==> src/rtl/dom_pkg.sv <==
`timescale 1ns/1ps
`default_nettype none
// ============================================================================
// Module      : dom_pkg
// Description : Shared helpers for the DOM-indep masked multiplier.
//               - nrnd()       : number of fresh random words for order d
//               - pair_idx()   : randomness index shared by domains i and j
//               - share_base() : bit offset of share i in a packed vector
// Revision    : 1.0 - initial release
// ============================================================================
package dom_pkg;

    // Smallest masking order the gadget is defined for. With order 0 there are
    // no cross-domain terms and no randomness bus.
    localparam int MIN_ORDER = 1;

    // One random word per unordered domain pair.
    function automatic int nrnd(input int order);
        return order * (order + 1) / 2;
    endfunction

    // Pairs are numbered row-major over the upper triangle (i < j), so
    // pair (j,i) maps onto the same word as (i,j). This reuse is what lets
    // each random word appear once in each of the two domains and cancel
    // when the output shares are recombined.
    function automatic int pair_idx(input int i, input int j, input int shares);
        int lo;
        int hi;
        lo = (i < j) ? i : j;
        hi = (i < j) ? j : i;
        return lo * shares - (lo * (lo + 1)) / 2 + (hi - lo - 1);
    endfunction

    // Low bit of share i when shares of 'width' bits are packed LSB first.
    function automatic int share_base(input int i, input int width);
        return i * width;
    endfunction

endpackage : dom_pkg
`default_nettype wire

==> src/rtl/dom_stage_reg.sv <==
`timescale 1ns/1ps
`default_nettype none
// ============================================================================
// Module      : dom_stage_reg
// Description : One valid/ready pipeline stage: a DW-bit data register plus
//               a valid flag. Loads when upstream offers data and the stage
//               can take it, holds while stalled, clears on reset.
// Ports       : clk, rst             - clock / synchronous active-high reset
//               in_valid_i           - upstream offers in_data_i
//               in_ready_o           - stage can take data this cycle
//               in_data_i  [DW]      - data to capture
//               out_valid_o          - out_data_o holds a valid item
//               out_ready_i          - downstream consumes out_data_o
//               out_data_o [DW]      - registered data
// Revision    : 1.0 - initial release
// ============================================================================
module dom_stage_reg
    import dom_pkg::*;
#(
    parameter int DW = 1
) (
    input  logic          clk,
    input  logic          rst,
    input  logic          in_valid_i,
    output logic          in_ready_o,
    input  logic [DW-1:0] in_data_i,
    output logic          out_valid_o,
    input  logic          out_ready_i,
    output logic [DW-1:0] out_data_o
);

    logic          valid_q;
    logic          valid_d;
    logic [DW-1:0] data_q;
    logic [DW-1:0] data_d;
    logic          load_w;

    // Empty, or being drained this cycle: a full stage can take a new item in
    // the same cycle its current one leaves, so there is no bubble.
    assign in_ready_o = ~valid_q | out_ready_i;
    assign load_w     = in_valid_i & in_ready_o;

    always_comb begin
        valid_d = valid_q;
        data_d  = data_q;
        if (load_w) begin
            valid_d = 1'b1;
            data_d  = in_data_i;
        end else if (out_ready_i) begin
            valid_d = 1'b0;
        end
    end

    // Data only changes on a load: the whole word is captured at once, and a
    // drained stage keeps its old contents rather than being zeroed.
    always_ff @(posedge clk) begin
        if (rst) begin
            valid_q <= 1'b0;
            data_q  <= '0;
        end else begin
            valid_q <= valid_d;
            data_q  <= data_d;
        end
    end

    assign out_valid_o = valid_q;
    assign out_data_o  = data_q;

endmodule : dom_stage_reg
`default_nettype wire

==> src/rtl/dom_indep_mul_pipe.sv <==
`timescale 1ns/1ps
`default_nettype none
// ============================================================================
// Module      : dom_indep_mul_pipe
// Description : DOM-indep masked AND of order ORDER over WIDTH-bit lanes.
//               Stage 1 registers every inner term a_i&b_i and every blinded
//               cross term (a_i&b_j)^r_k(i,j). Output share i is the XOR of
//               row i of those registers.
//               Build option DOM_OUT_REG_EN: adds a second stage that
//               registers the compressed shares so port_c comes straight from
//               flops (latency 2). Without it the latency is 1.
// Ports       : clk, rst               - clock / synchronous active-high reset
//               in_valid, in_ready     - operand handshake
//               port_a, port_b         - SHARES*WIDTH, share i at [i*WIDTH +: WIDTH]
//               port_r                 - NRND*WIDTH fresh randomness
//               out_valid, out_ready   - result handshake
//               port_c                 - SHARES*WIDTH product shares
// Revision    : 1.0 - initial release
// ============================================================================
module dom_indep_mul_pipe
    import dom_pkg::*;
#(
    parameter int ORDER = 1,   // masking order, must be >= MIN_ORDER
    parameter int WIDTH = 1
) (
    input  logic                                    clk,
    input  logic                                    rst,
    input  logic                                    in_valid,
    output logic                                    in_ready,
    input  logic [(ORDER+1)*WIDTH-1:0]              port_a,
    input  logic [(ORDER+1)*WIDTH-1:0]              port_b,
    input  logic [(ORDER*(ORDER+1)/2)*WIDTH-1:0]    port_r,
    output logic                                    out_valid,
    input  logic                                    out_ready,
    output logic [(ORDER+1)*WIDTH-1:0]              port_c
);

    localparam int SHARES = ORDER + 1;
    localparam int NRND   = nrnd(ORDER);
    // Full SHARES x SHARES term matrix; entry (i,j) sits at (i*SHARES+j)*WIDTH.
    // Diagonal entries are the inner terms, off-diagonal the cross terms.
    localparam int TW     = SHARES * SHARES * WIDTH;

    logic [NRND*WIDTH-1:0]   rnd_w;
    logic [TW-1:0]           term_d;
    logic [TW-1:0]           term_q;
    logic [SHARES*WIDTH-1:0] comp_w;
    logic                    s1_valid_w;
    logic                    s1_out_ready_w;

    assign rnd_w = port_r;

    // ------------------------------------------------------------------------
    // Term generation
    // ------------------------------------------------------------------------
    for (genvar i = 0; i < SHARES; i++) begin : g_row
        for (genvar j = 0; j < SHARES; j++) begin : g_col
            localparam int T  = (i * SHARES + j) * WIDTH;
            localparam int AI = share_base(i, WIDTH);
            localparam int BJ = share_base(j, WIDTH);
            if (i == j) begin : g_inner
                assign term_d[T +: WIDTH] = port_a[AI +: WIDTH] & port_b[BJ +: WIDTH];
            end else begin : g_cross
                // (i,j) and (j,i) pick the same random word, once per domain.
                localparam int K = pair_idx(i, j, SHARES);
                assign term_d[T +: WIDTH] = (port_a[AI +: WIDTH] & port_b[BJ +: WIDTH])
                                          ^ rnd_w[K*WIDTH +: WIDTH];
            end
        end
    end

    // ------------------------------------------------------------------------
    // Stage 1: all terms registered together so no unblinded cross product
    // ever reaches the compression XOR combinationally.
    // ------------------------------------------------------------------------
    dom_stage_reg #(
        .DW (TW)
    ) u_stage1 (
        .clk         (clk),
        .rst         (rst),
        .in_valid_i  (in_valid),
        .in_ready_o  (in_ready),
        .in_data_i   (term_d),
        .out_valid_o (s1_valid_w),
        .out_ready_i (s1_out_ready_w),
        .out_data_o  (term_q)
    );

    // ------------------------------------------------------------------------
    // Compression: each output share only ever touches its own domain's row.
    // ------------------------------------------------------------------------
    for (genvar i = 0; i < SHARES; i++) begin : g_comp
        logic [WIDTH-1:0] acc;
        always_comb begin
            acc = '0;
            for (int j = 0; j < SHARES; j++) begin
                acc = acc ^ term_q[(i*SHARES + j)*WIDTH +: WIDTH];
            end
        end
        assign comp_w[share_base(i, WIDTH) +: WIDTH] = acc;
    end

    // ------------------------------------------------------------------------
    // Output
    // ------------------------------------------------------------------------
`ifdef DOM_OUT_REG_EN
    // Second stage isolates downstream gadgets from glitches on the XOR tree.
    // Its ready feeds stage 1, so the backpressure rule holds per stage.
    dom_stage_reg #(
        .DW (SHARES*WIDTH)
    ) u_stage2 (
        .clk         (clk),
        .rst         (rst),
        .in_valid_i  (s1_valid_w),
        .in_ready_o  (s1_out_ready_w),
        .in_data_i   (comp_w),
        .out_valid_o (out_valid),
        .out_ready_i (out_ready),
        .out_data_o  (port_c)
    );
`else
    assign s1_out_ready_w = out_ready;
    assign out_valid      = s1_valid_w;
    assign port_c         = comp_w;
`endif

endmodule : dom_indep_mul_pipe
`default_nettype wire

==> config.mk <==
export PLATFORM = sky130hd
export DESIGN_NAME = dom_indep_mul_pipe
export DESIGN_NICKNAME = d
export VERILOG_FILES = /design/src/rtl/dom_pkg.sv /design/src/rtl/dom_stage_reg.sv /design/src/rtl/dom_indep_mul_pipe.sv
export SDC_FILE = /design/constraint.sdc
export NUM_CORES = 1
export LEC_CHECK = 0
export ABC_AREA = 1
export BUFFER_PORTS_ARGS = -buffer_cell sky130_fd_sc_hd__buf_2
export CORE_AREA = 2 2 39 41
export DETAILED_ROUTE_END_ITERATION = 7
export DIE_AREA = 0 0 41 43
export PLACE_DENSITY = 0.53
export SYNTH_ARGS = -nofsm -noshare
export SYNTH_HDL_FRONTEND = slang
export SYNTH_SLANG_ARGS = --single-unit
==> constraint.sdc <==
create_clock -name clk -period 0.8 [get_ports clk]
set_input_delay 0.12 -clock clk [delete_from_list [all_inputs] [get_ports clk]]
set_output_delay 0.12 -clock clk [all_outputs]
set_load 0.005 [all_outputs]
==> out/qor.txt, run 1 <==
RePlAce Congestion - 0.727
Distinct cells, synth - 10
Violated checks - setup timing
Root Driver - clkbuf_4
Worst Hold Depth - 2
Status - finished with violations
Worst Path Required - 0.68 ns
Synth warn - 0
Initial antenna violation count - 0
Crit end category - output pin
Least-Margin Pin Slew - 0.135 ns
Synth Area in XOR/XNOR - 5.60%
Starting Density - 22.6%
Synth Cell Area - 313 um2
R2R Path Start - u_stage1.out_valid_o
Crit-path cells - xor2_1, buf_2
Port Buffers - 12
DRT antenna net count - 0
CTS Buf Count - 3
Pin count of the biggest net entering global routing - 7
Worst Setup Path Type - flip-flop to output pin
First-pass GRT wire length - 972 um
Final WL - 630 um
GR Util met2 - 11.9%
Clk network pwr share - 39.0%
FMAX - 1050 MHz
Aggregate global-route resource usage - 8.82%
Reg area - 106 um2
Hold path startpoint - rst
Mux cell area share after synthesis - 0%
Register area share after synthesis - 32.0%
Syn_area_per_cell - 7.11 um2
Startpoint types - flip-flop
Final setup skew - 0.000431 ns
Setup ws final - -0.152 ns
LEAKAGE - 0.252 nW
Fraction of layout cells with a size suffix above 1 - 55.9%
Gate power share - 24.3%
Psw - 0.214 mW
DRT iter0 DRCs - 3
Tot Pwr - 0.782 mW
Flops & latches, synth - 5
R2R cell count - 6
Met3 usage - 1.57%
Total global routing overflow - 0
Power Dens Cells - 1710 nW/um2
Routed WL per cell - 8.40 um
CP arrival - 0.83 ns
Worst hold path type - primary input to flip-flop
Max-slew violation count - 0
Setup TNS - -0.636 ns
Routing usage on met1 - 9.27%
Reg2Reg Capture Point - u_stage1.out_data_o[3]
Final Setup Violations - 8
RSZ-0062 raised after global routing - yes
Drt drc - 0
CTS Sinks - 5
Commonest non-fill, non-tap cells in the layout - nand2_1, buf_2, nor2_1
Drt pass-1 iters - 4
Post-synthesis adder-cell area fraction - 0%
Max_cap viols - 0
Vias/cell - 4.00
Max H-tree Level - 1
Die Height - 43 um
Hold EP - u_stage1.out_valid_o
Post-Synth Simple-Gate Area - 40.0%
Post-synthesis compound-gate area fraction - 1.60%
Vias in the first global route - 272
Antenna Cells - 0
Int Pwr - 0.568 mW
Maximum vdd drop - 0.000405 V
Final hold violation count - 0
Max_slew headroom - 91.0%
Worst-path fanout max - 2
Nets@finish - 69
Core Rows - 14
CTS clk-pin slew, worst paths - 0.04 ns
TritonCTS clock tree - done
Longest Clk Path Bufs - 2
Mapped Nets - 53
I/O pin total - 13
FF-to-FF setup slack - -0.08 ns
Slowest cell on crit path - dfxtp_2
Fillcell total - 154
Critical path buffers and inverters - 1
Clock Latency Late Sink - 0.25 ns
Most common cell after layout, fill and taps aside - nand2_1
Largest family of logic cells by synthesized area - simple AND/OR/NAND/NOR gates
Sequential fraction of design power - 36.7%
Area taken by multi-input logic gates - 168 um2
CP delay by family, top - flip-flops
GR peak layer - met4
Sw Share - 27.3%
Die width - 41 um
Max incr delay on CP - 0.33 ns
Die area - 1760 um2
Post-layout min period - 0.952 ns
Fin crit share - 119%
Via Count - 300
Area Growth Syn to Fin - 46.0%
Mapped Cells - 44
CORE AREA - 1380 um2
Yosys cell counts:
cell type,instances,area share (%)
a21oi_1,1,1.6
buf_4,2,4.8
bufinv_8,2,11
dfxtp_1,5,32
inv_2,4,4.8
nand2_1,14,17
nand2_4,2,7.2
nand3_1,4,6.4
nor2_1,8,9.6
xor2_1,2,5.6
worst max-delay path by stage:
stage                      startpoint                     end  depth (start not counted)
6_report       u_stage1.out_data_o[0]               port_c[0]                          2
5_1_grt        u_stage1.out_data_o[2]               port_c[1]                          2
4_1_cts        u_stage1.out_data_o[1]               port_c[0]                          2
3_5_place_dp     u_stage1.out_valid_o  u_stage1.out_data_o[3]                          5
3_3_place_gp     u_stage1.out_valid_o  u_stage1.out_data_o[0]                          5
2_1_floorplan    u_stage1.out_valid_o  u_stage1.out_data_o[0]                          5
cells by family (layout without fill, tap and decap cells):
family	count (synthesis)	count (layout)
compound gates	1	1
flops	5	5
simple gates	28	28
buf+inv	8	23
xor+xnor	2	2
through the flow:
step / area, um2 / setup WS (ns) / util, % / instances / hold slack, ns
finish: 457 / -0.152 / 33.0 / 75 / 0.0490
detailed placement: 378 / 0.00287 / 27.3 / 70 / 0.316
floorplan: 313 / 0.0181 / - / 44 / 0.189
CTS: 445 / -0.162 / 32.2 / 75 / 0.0469
global placement: 378 / 0.0208 / 27.3 / 70 / 0.317
global route: 457 / -0.213 / 33.0 / 75 / 0.0528
metal layers:
layer	wire (um)	vias up	share of wire, %
met3	30	5	4.8
met2	307	11	49
li1	-	159	-
met4	44	0	7.0
met5	0	-	0
met1	247	125	39
layout make-up:
class	count	share of cell area [%]
multi-input cells	31	36.7
inverters	6	11.0
flip-flops and latches	5	23.3
well taps	16	4.38
clock buffers	4	5.75
repair buffers	13	18.9
worst reg2reg max path: stages (launching register included):
cell     delay (ns)
dfxtp_2        0.34
nand2_4        0.06
buf_12         0.13
nand2_8        0.07
inv_2          0.04
nor2_1         0.09
nor2_1         0.05
power by group through the flow:
stage	sequential [mW]	combinational (mW)	clock (mW)
after floorplan	0.286	0.121	0
after global placement	0.288	0.159	0
after detailed placement	0.288	0.159	0
after CTS	0.287	0.181	0.312
after global routing	0.289	0.210	0.331
final	0.287	0.190	0.305
registers in the layout, indices dropped and copies added, names as in the netlist:
register / flops
u_stage1.out_data_o: 4
u_stage1.out_valid_o: 1
what timing repair did:
item                                    CTS  global route
pin swaps                                 1             2
hold buffers                              0             0
buffers inserted                          1             0
endpoints found under the setup margin    6             9
cloned                                    0             0
resized for setup                         7             4
No activity file was read; power rests on OpenSTA's default activity.
==> run 2: changes to the inputs <==
--- a/config.mk
+++ b/config.mk
@@ -6,11 +6,11 @@
 export NUM_CORES = 1
 export LEC_CHECK = 0
 export ABC_AREA = 1
-export BUFFER_PORTS_ARGS = -buffer_cell sky130_fd_sc_hd__buf_2
 export CORE_AREA = 2 2 39 41
 export DETAILED_ROUTE_END_ITERATION = 7
 export DIE_AREA = 0 0 41 43
-export PLACE_DENSITY = 0.53
+export DONT_BUFFER_PORTS = 1
+export PLACE_DENSITY = 0.44
 export SYNTH_ARGS = -nofsm -noshare
 export SYNTH_HDL_FRONTEND = slang
 export SYNTH_SLANG_ARGS = --single-unit
==> out/qor.txt, run 2 (synthesis results as in run 1) <==
Max-slew violation count - 0 (unchanged)
Final WL - 561 um (was 630 um)
Slowest cell on crit path - dfxtp_2 (unchanged)
Die Height - 43 um (unchanged)
First-pass GRT wire length - 1.00 mm (was 972 um)
Routed WL per cell - 8.50 um (was 8.40 um)
R2R Path Start - u_stage1.out_valid_o (unchanged)
Vias in the first global route - 269 (was 272)
Maximum vdd drop - 0.000430 V (was 0.000405 V)
Aggregate global-route resource usage - 8.64% (was 8.82%)
Hold_ws - 0.0302 ns (was 0.0490 ns)
Max H-tree Level - 1 (unchanged)
R2R cell count - 6 (unchanged)
Non-filler cells, final - 66 (was 75)
Max reg flops - 4 (unchanged)
Startpoint types - flip-flop (unchanged)
Area Growth Syn to Fin - 35.2% (was 46.0%)
Die area - 1760 um2 (unchanged)
Reg2Reg Capture Point - u_stage1.out_data_o[0] (was u_stage1.out_data_o[3])
Drt pass-1 iters - 2 (was 4)
Worst hold path type - primary input to flip-flop (unchanged)
Clock Latency Late Sink - 0.24 ns (was 0.25 ns)
RePlAce Congestion - 0.702 (was 0.727)
Total global routing overflow - 0 (unchanged)
Violated checks - setup timing (unchanged)
Hold EP - u_stage1.out_data_o[2] (was u_stage1.out_valid_o)
Worst Setup Path Type - flip-flop to output pin (unchanged)
Status - finished with violations (unchanged)
Final Setup Violations - 8 (unchanged)
I/O pin total - 13 (unchanged)
Root Driver - clkbuf_4 (unchanged)
Longest Clk Path Bufs - 2 (unchanged)
Starting Density - 22.6% (unchanged)
CTS clk-pin slew, worst paths - 0.04 ns (about the same)
Worst-path fanout max - 2 (unchanged)
Initial antenna violation count - 0 (unchanged)
Setup ws final - -0.0695 ns (was -0.152 ns)
CTS Buf Count - 3 (unchanged)
Fraction of layout cells with a size suffix above 1 - 42.0% (was 55.9%)
HPWL Detailed - 459 um
DRT antenna net count - 0 (unchanged)
Antenna Cells - 0 (unchanged)
Fin crit share - 109% (was 119%)
Most common cell after layout, fill and taps aside - nand2_1 (unchanged)
CTS Sinks - 5 (unchanged)
Power Dens Cells - 1710 nW/um2 (about the same)
Die width - 41 um (unchanged)
Vias/cell - 3.85 (was 4.00)
Pre-CTS WS - 0.00164 ns (was 0.00287 ns)
Nets@finish - 60 (was 69)
CP delay by family, top - flip-flops (unchanged)
Critical path buffers and inverters - 1 (unchanged)
Max_slew headroom - 91.5% (was 91.0%)
CP arrival - 0.75 ns (was 0.83 ns)
Post-layout min period - 0.870 ns (was 0.952 ns)
CORE AREA - 1380 um2 (unchanged)
Pin count of the biggest net entering global routing - 7 (unchanged)
Worst Path Required - 0.68 ns (about the same)
Max_cap viols - 0 (unchanged)
Port Buffers - 0 (was 12)
Tot Pwr - 0.724 mW (was 0.782 mW)
FMAX - 1150 MHz (was 1050 MHz)
Crit end category - output pin (unchanged)
Inst Count DP - 60 (was 70)
RSZ-0062 raised after global routing - yes (unchanged)
Drt drc - 0 (unchanged)
Max incr delay on CP - 0.34 ns (was 0.33 ns)
Commonest non-fill, non-tap cells in the layout - nand2_1, nor2_1, dfxtp_2 (was nand2_1, buf_2, nor2_1)
Worst Hold Depth - 3 (was 2)
Core Rows - 14 (unchanged)
Crit-path cells - nand2_4, buf_6 (was xor2_1, buf_2)
Final design utilization - 30.6% (was 33.0%)
FF-to-FF setup slack - -0.05 ns (was -0.08 ns)
Least-Margin Pin Slew - 0.128 ns (was 0.135 ns)
TritonCTS clock tree - done (unchanged)
Final setup skew - 0.00258 ns (was 0.000431 ns)
Hold path startpoint - rst (unchanged)
Via Count - 254 (was 300)
DRT iter0 DRCs - 13 (was 3)
Final hold violation count - 0 (unchanged)
LEAKAGE - 0.217 nW (was 0.252 nW)
-- run 2: timing repair --
item / CTS / global route
resized for setup: 8 / 1
setup buffers: 1 / 0
endpoints found under the hold margin: 1 / 0
setup endpoints to repair: 6 / 9
pin swaps: 3 / 1
hold buffers: 1 / 0
-- run 2: worst max-delay path by stage --
stage                         startpoint                endpoint  slack [ns]  cells past startpoint
floorplan           u_stage1.out_valid_o  u_stage1.out_data_o[0]        0.02                      5
global placement    u_stage1.out_valid_o  u_stage1.out_data_o[0]       0.007                      5
detailed placement  u_stage1.out_valid_o  u_stage1.out_data_o[0]       0.002                      5
CTS                 u_stage1.out_valid_o                in_ready       -0.08                      2
global route        u_stage1.out_valid_o  u_stage1.out_data_o[0]       -0.10                      6
finish              u_stage1.out_valid_o                in_ready       -0.07                      2
-- run 2: routing by layer --
metal	wire length, um	GRT usage, %	vias to the layer above	share of wire [%]
met3	37	2.62	0	6.6
met2	286	10.6	10	51
met4	0	8.00	0	0
met1	238	11.3	103	42
li1	-	-	141	-
met5	0	0	-	0
-- run 2: tightest hold or removal path, cell delays in order --
cell and delay, ns:
inv_2 0.03, nand2_1 0.05, nor2_1 0.03
-- run 2: stage by stage --
stage | TNS [ns] | instance area [um2]
floorplan | 0 | 313
global placement | 0 | 333
detailed placement | 0 | 333
CTS | -0.421 | 415
global route | -0.679 | 423
finish | -0.344 | 423
-- run 2: layout make-up --
cell class | count | area (um2)
inverters | 6 | 50.0
well taps | 16 | 20.0
clock buffers | 4 | 26.3
repair buffers | 4 | 48.8
flip-flops and latches | 5 | 106
fillers | 159 | 961
multi-input cells | 31 | 171
-- run 2: report_power, final --
| group | total, mW | internal (mW) | leakage [nW] | switching, mW |
|---|---|---|---|---|
| registers | 0.293 | 0.274 | 0.0430 | 0.0189 |
| clock network | 0.285 | 0.188 | 0.0150 | 0.0968 |
| logic | 0.146 | 0.0892 | 0.159 | 0.0572 |
==> run 3: changes to the inputs <==
--- a/config.mk
+++ b/config.mk
@@ -5,12 +5,11 @@
 export SDC_FILE = /design/constraint.sdc
 export NUM_CORES = 1
 export LEC_CHECK = 0
-export ABC_AREA = 1
 export CORE_AREA = 2 2 39 41
 export DETAILED_ROUTE_END_ITERATION = 7
 export DIE_AREA = 0 0 41 43
 export DONT_BUFFER_PORTS = 1
-export PLACE_DENSITY = 0.44
+export PLACE_DENSITY = 0.38
 export SYNTH_ARGS = -nofsm -noshare
 export SYNTH_HDL_FRONTEND = slang
 export SYNTH_SLANG_ARGS = --single-unit
==> out/qor.txt, run 3 <==
Status - finished with violations (unchanged)
Violated checks - setup timing (unchanged)
Drt drc - 0 (unchanged)
Vias/cell - 4.21 (was 3.85)
Root Driver - clkbuf_4 (unchanged)
Vias in the first global route - 229 (was 269)
Crit end category - output pin (unchanged)
Power Dens Cells - 1790 nW/um2 (was 1710 nW/um2)
CTS Buf Count - 3 (unchanged)
Max_cap viols - 0 (unchanged)
Hold_ws - 0.0384 ns (was 0.0302 ns)
First-pass GRT wire length - 869 um (was 1.00 mm)
Critical path buffers and inverters - 2 (was 1)
Die width - 41 um (unchanged)
CTS Sinks - 5 (unchanged)
CTS clk-pin slew, worst paths - 0.05 ns (was 0.04 ns)
Die area - 1760 um2 (unchanged)
Routed WL per cell - 10.5 um (was 8.50 um)
Worst hold path type - primary input to flip-flop (unchanged)
Max_slew headroom - 84.4% (was 91.5%)
Via Count - 223 (was 254)
Aggregate global-route resource usage - 8.24% (was 8.64%)
Top FF cell, synth - dfxtp_1 (unchanged)
Clock Latency Late Sink - 0.25 ns (was 0.24 ns)
Fin area - 392 um2 (was 423 um2)
Initial antenna violation count - 0 (unchanged)
Placed cell areas - 272 um2 (was 333 um2)
Fillcell total - 150 (was 159)
Core Rows - 14 (unchanged)
Max H-tree Level - 1 (unchanged)
Max reg flops - 4 (unchanged)
Leading area contributor after synthesis - dfxtp_1 (unchanged)
Mapped Cells - 27 (was 44)
DRT iter0 DRCs - 1 (was 13)
Startpoint types - flip-flop (unchanged)
CORE AREA - 1380 um2 (unchanged)
LEAKAGE - 0.151 nW (was 0.217 nW)
Antenna Cells - 0 (unchanged)
Synth top area share - 41.0% (was 32.0%)
Worst Path Required - 0.68 ns (about the same)
Mapped Nets - 36 (was 53)
Pre-CTS WS - -0.105 ns (was 0.00164 ns)
Reg area - 106 um2 (unchanged)
Starting Density - 17.6% (was 22.6%)
Fraction of layout cells with a size suffix above 1 - 62.2% (was 42.0%)
Die Height - 43 um (unchanged)
RePlAce Congestion - 0.623 (was 0.702)
TritonCTS clock tree - done (unchanged)
Post-synth top cells - a21oi_1, dfxtp_1, xor2_1 (was nand2_1, nor2_1, dfxtp_1)
Maximum vdd drop - 0.000544 V (was 0.000430 V)
Final WL - 556 um (was 561 um)
Slowest cell on crit path - dfxtp_2 (unchanged)
Nets@finish - 47 (was 60)
Worst Setup Path Type - flip-flop to output pin (unchanged)
Worst-path fanout max - 3 (was 2)
Distinct cells, synth - 11 (was 10)
FMAX - 981 MHz (was 1150 MHz)
Post-layout min period - 1.02 ns (was 0.870 ns)
Longest Clk Path Bufs - 2 (unchanged)
Port Buffers - 0 (unchanged)
R2R cell count - 5 (was 6)
Area Growth Syn to Fin - 60.5% (was 35.2%)
Top post-synthesis cells by area - dfxtp_1, xor2_1, a21oi_1, a311oi_1, buf_4 (was dfxtp_1, nand2_1, bufinv_8, nor2_1, nand2_4)
Crit-path cells - nor2b_4, inv_4, buf_6 (was nand2_4, buf_6)
Flops & latches, synth - 5 (unchanged)
Setup ws final - -0.219 ns (was -0.0695 ns)
Inst Count DP - 43 (was 60)
Area taken by multi-input logic gates - 160 um2 (was 171 um2)
Synth Cell Area - 244 um2 (was 313 um2)
Least-Margin Pin Slew - 0.233 ns (was 0.128 ns)
Register area share after synthesis - 41.0% (was 32.0%)
Fin crit share - 127% (was 109%)
Syn_area_per_cell - 9.04 um2 (was 7.11 um2)
Non-filler cells, final - 53 (was 66)
Final hold violation count - 0 (unchanged)
Critical path depth - 3 (was 2)
Max-slew violation count - 0 (unchanged)
RSZ-0062 raised after global routing - yes (unchanged)
Drt pass-1 iters - 2 (unchanged)
Pin count of the biggest net entering global routing - 7 (unchanged)
Final Setup Violations - 9 (was 8)
CP arrival - 0.90 ns (was 0.75 ns)
CP delay by family, top - flip-flops (unchanged)
I/O pin total - 13 (unchanged)
Synth warn - 0 (unchanged)
Max incr delay on CP - 0.32 ns (was 0.34 ns)
Worst Hold Depth - 2 (was 3)
Total global routing overflow - 0 (unchanged)
Final setup skew - 0.00835 ns (was 0.00258 ns)
Tot Pwr - 0.702 mW (was 0.724 mW)
Ys async rst share - 0% (unchanged)
Commonest non-fill, non-tap cells in the layout - buf_4, dfxtp_2, a21oi_2, clkbuf_4 (was nand2_1, nor2_1, dfxtp_2)
Number of synthesized flops with an enable pin - 0 (unchanged)
DRT antenna net count - 0 (unchanged)
[run 3: changes by cell type after synthesis]
cell | before | now
inv_1 | 0 | 1
nand2_4 | 2 | 0
inv_2 | 4 | 1
xor2_1 | 2 | 4
nand2_1 | 14 | 2
o21ai_0 | 0 | 2
a21oi_1 | 1 | 5
nand4_1 | 0 | 2
nand3_1 | 4 | 0
a311oi_1 | 0 | 2
bufinv_8 | 2 | 0
nor2b_4 | 0 | 1
nor2_1 | 8 | 0
[run 3: final timing paths]
path / start / to / slack (ns)
setup reg to reg: u_stage1.out_valid_o / u_stage1.out_data_o[1] / -0.19
setup / recovery: u_stage1.out_valid_o / in_ready / -0.22
hold reg to reg: u_stage1.out_data_o[0] / u_stage1.out_data_o[0] / 0.49
hold / removal: in_valid / u_stage1.out_valid_o / 0.04
[run 3: cells by family (layout without fill, tap and decap cells)]
kind of cell,count (synthesis),after routing,synth area share [%]
AOI/OAI and AO/OA,9,9,21.5
DFF,5,5,41.0
and+or+nand+nor,5,5,13.8
xor gates and xnor gates,4,4,14.4
buffers and inverters,4,14,9.23
[run 3: cell type report]
cell class / instances / share of cell area [%]
Timing Repair Buffer: 8 / 17.6
Inverter: 2 / 2.56
Tap cell: 16 / 5.11
Sequential cell: 5 / 27.2
Clock buffer: 4 / 6.71
Multi-Input combinational cell: 18 / 40.9
[run 3: worst register-to-register path, stage by stage, from the launching register on]
cell,delay (ns)
dfxtp_2,0.32
nor2b_4,0.17
inv_4,0.05
buf_4,0.14
a21oi_2,0.12
a311oi_2,0.04
[run 3: what timing repair did]
item,in CTS,in global routing
pin swaps,5,2
buffers inserted,2,2
hold endpoints to repair,5,0
setup endpoints to repair,8,9
hold buffers,2,0
gates resized for setup,11,0
[run 3: where the power goes]
part	total, mW	internal [mW]	leakage (nW)	switching (mW)
registers	0.283	0.269	0.0430	0.0132
clock network	0.304	0.189	0.0150	0.115
logic	0.116	0.0669	0.0933	0.0488
[run 3: through the flow]
stage	setup TNS (ns)	utilization, %
after floorplan	-0.0846	-
after global placement	-0.247	19.6
after detailed placement	-0.279	19.6
after CTS	-1.16	27.2
after global routing	-1.49	28.3
final	-1.10	28.3
[run 3: routing by layer]
metal	GRT usage, %	share of wire, %
met3	5.76	15
met5	0	0
met2	8.75	36
met4	12.0	8.1
met1	8.06	40
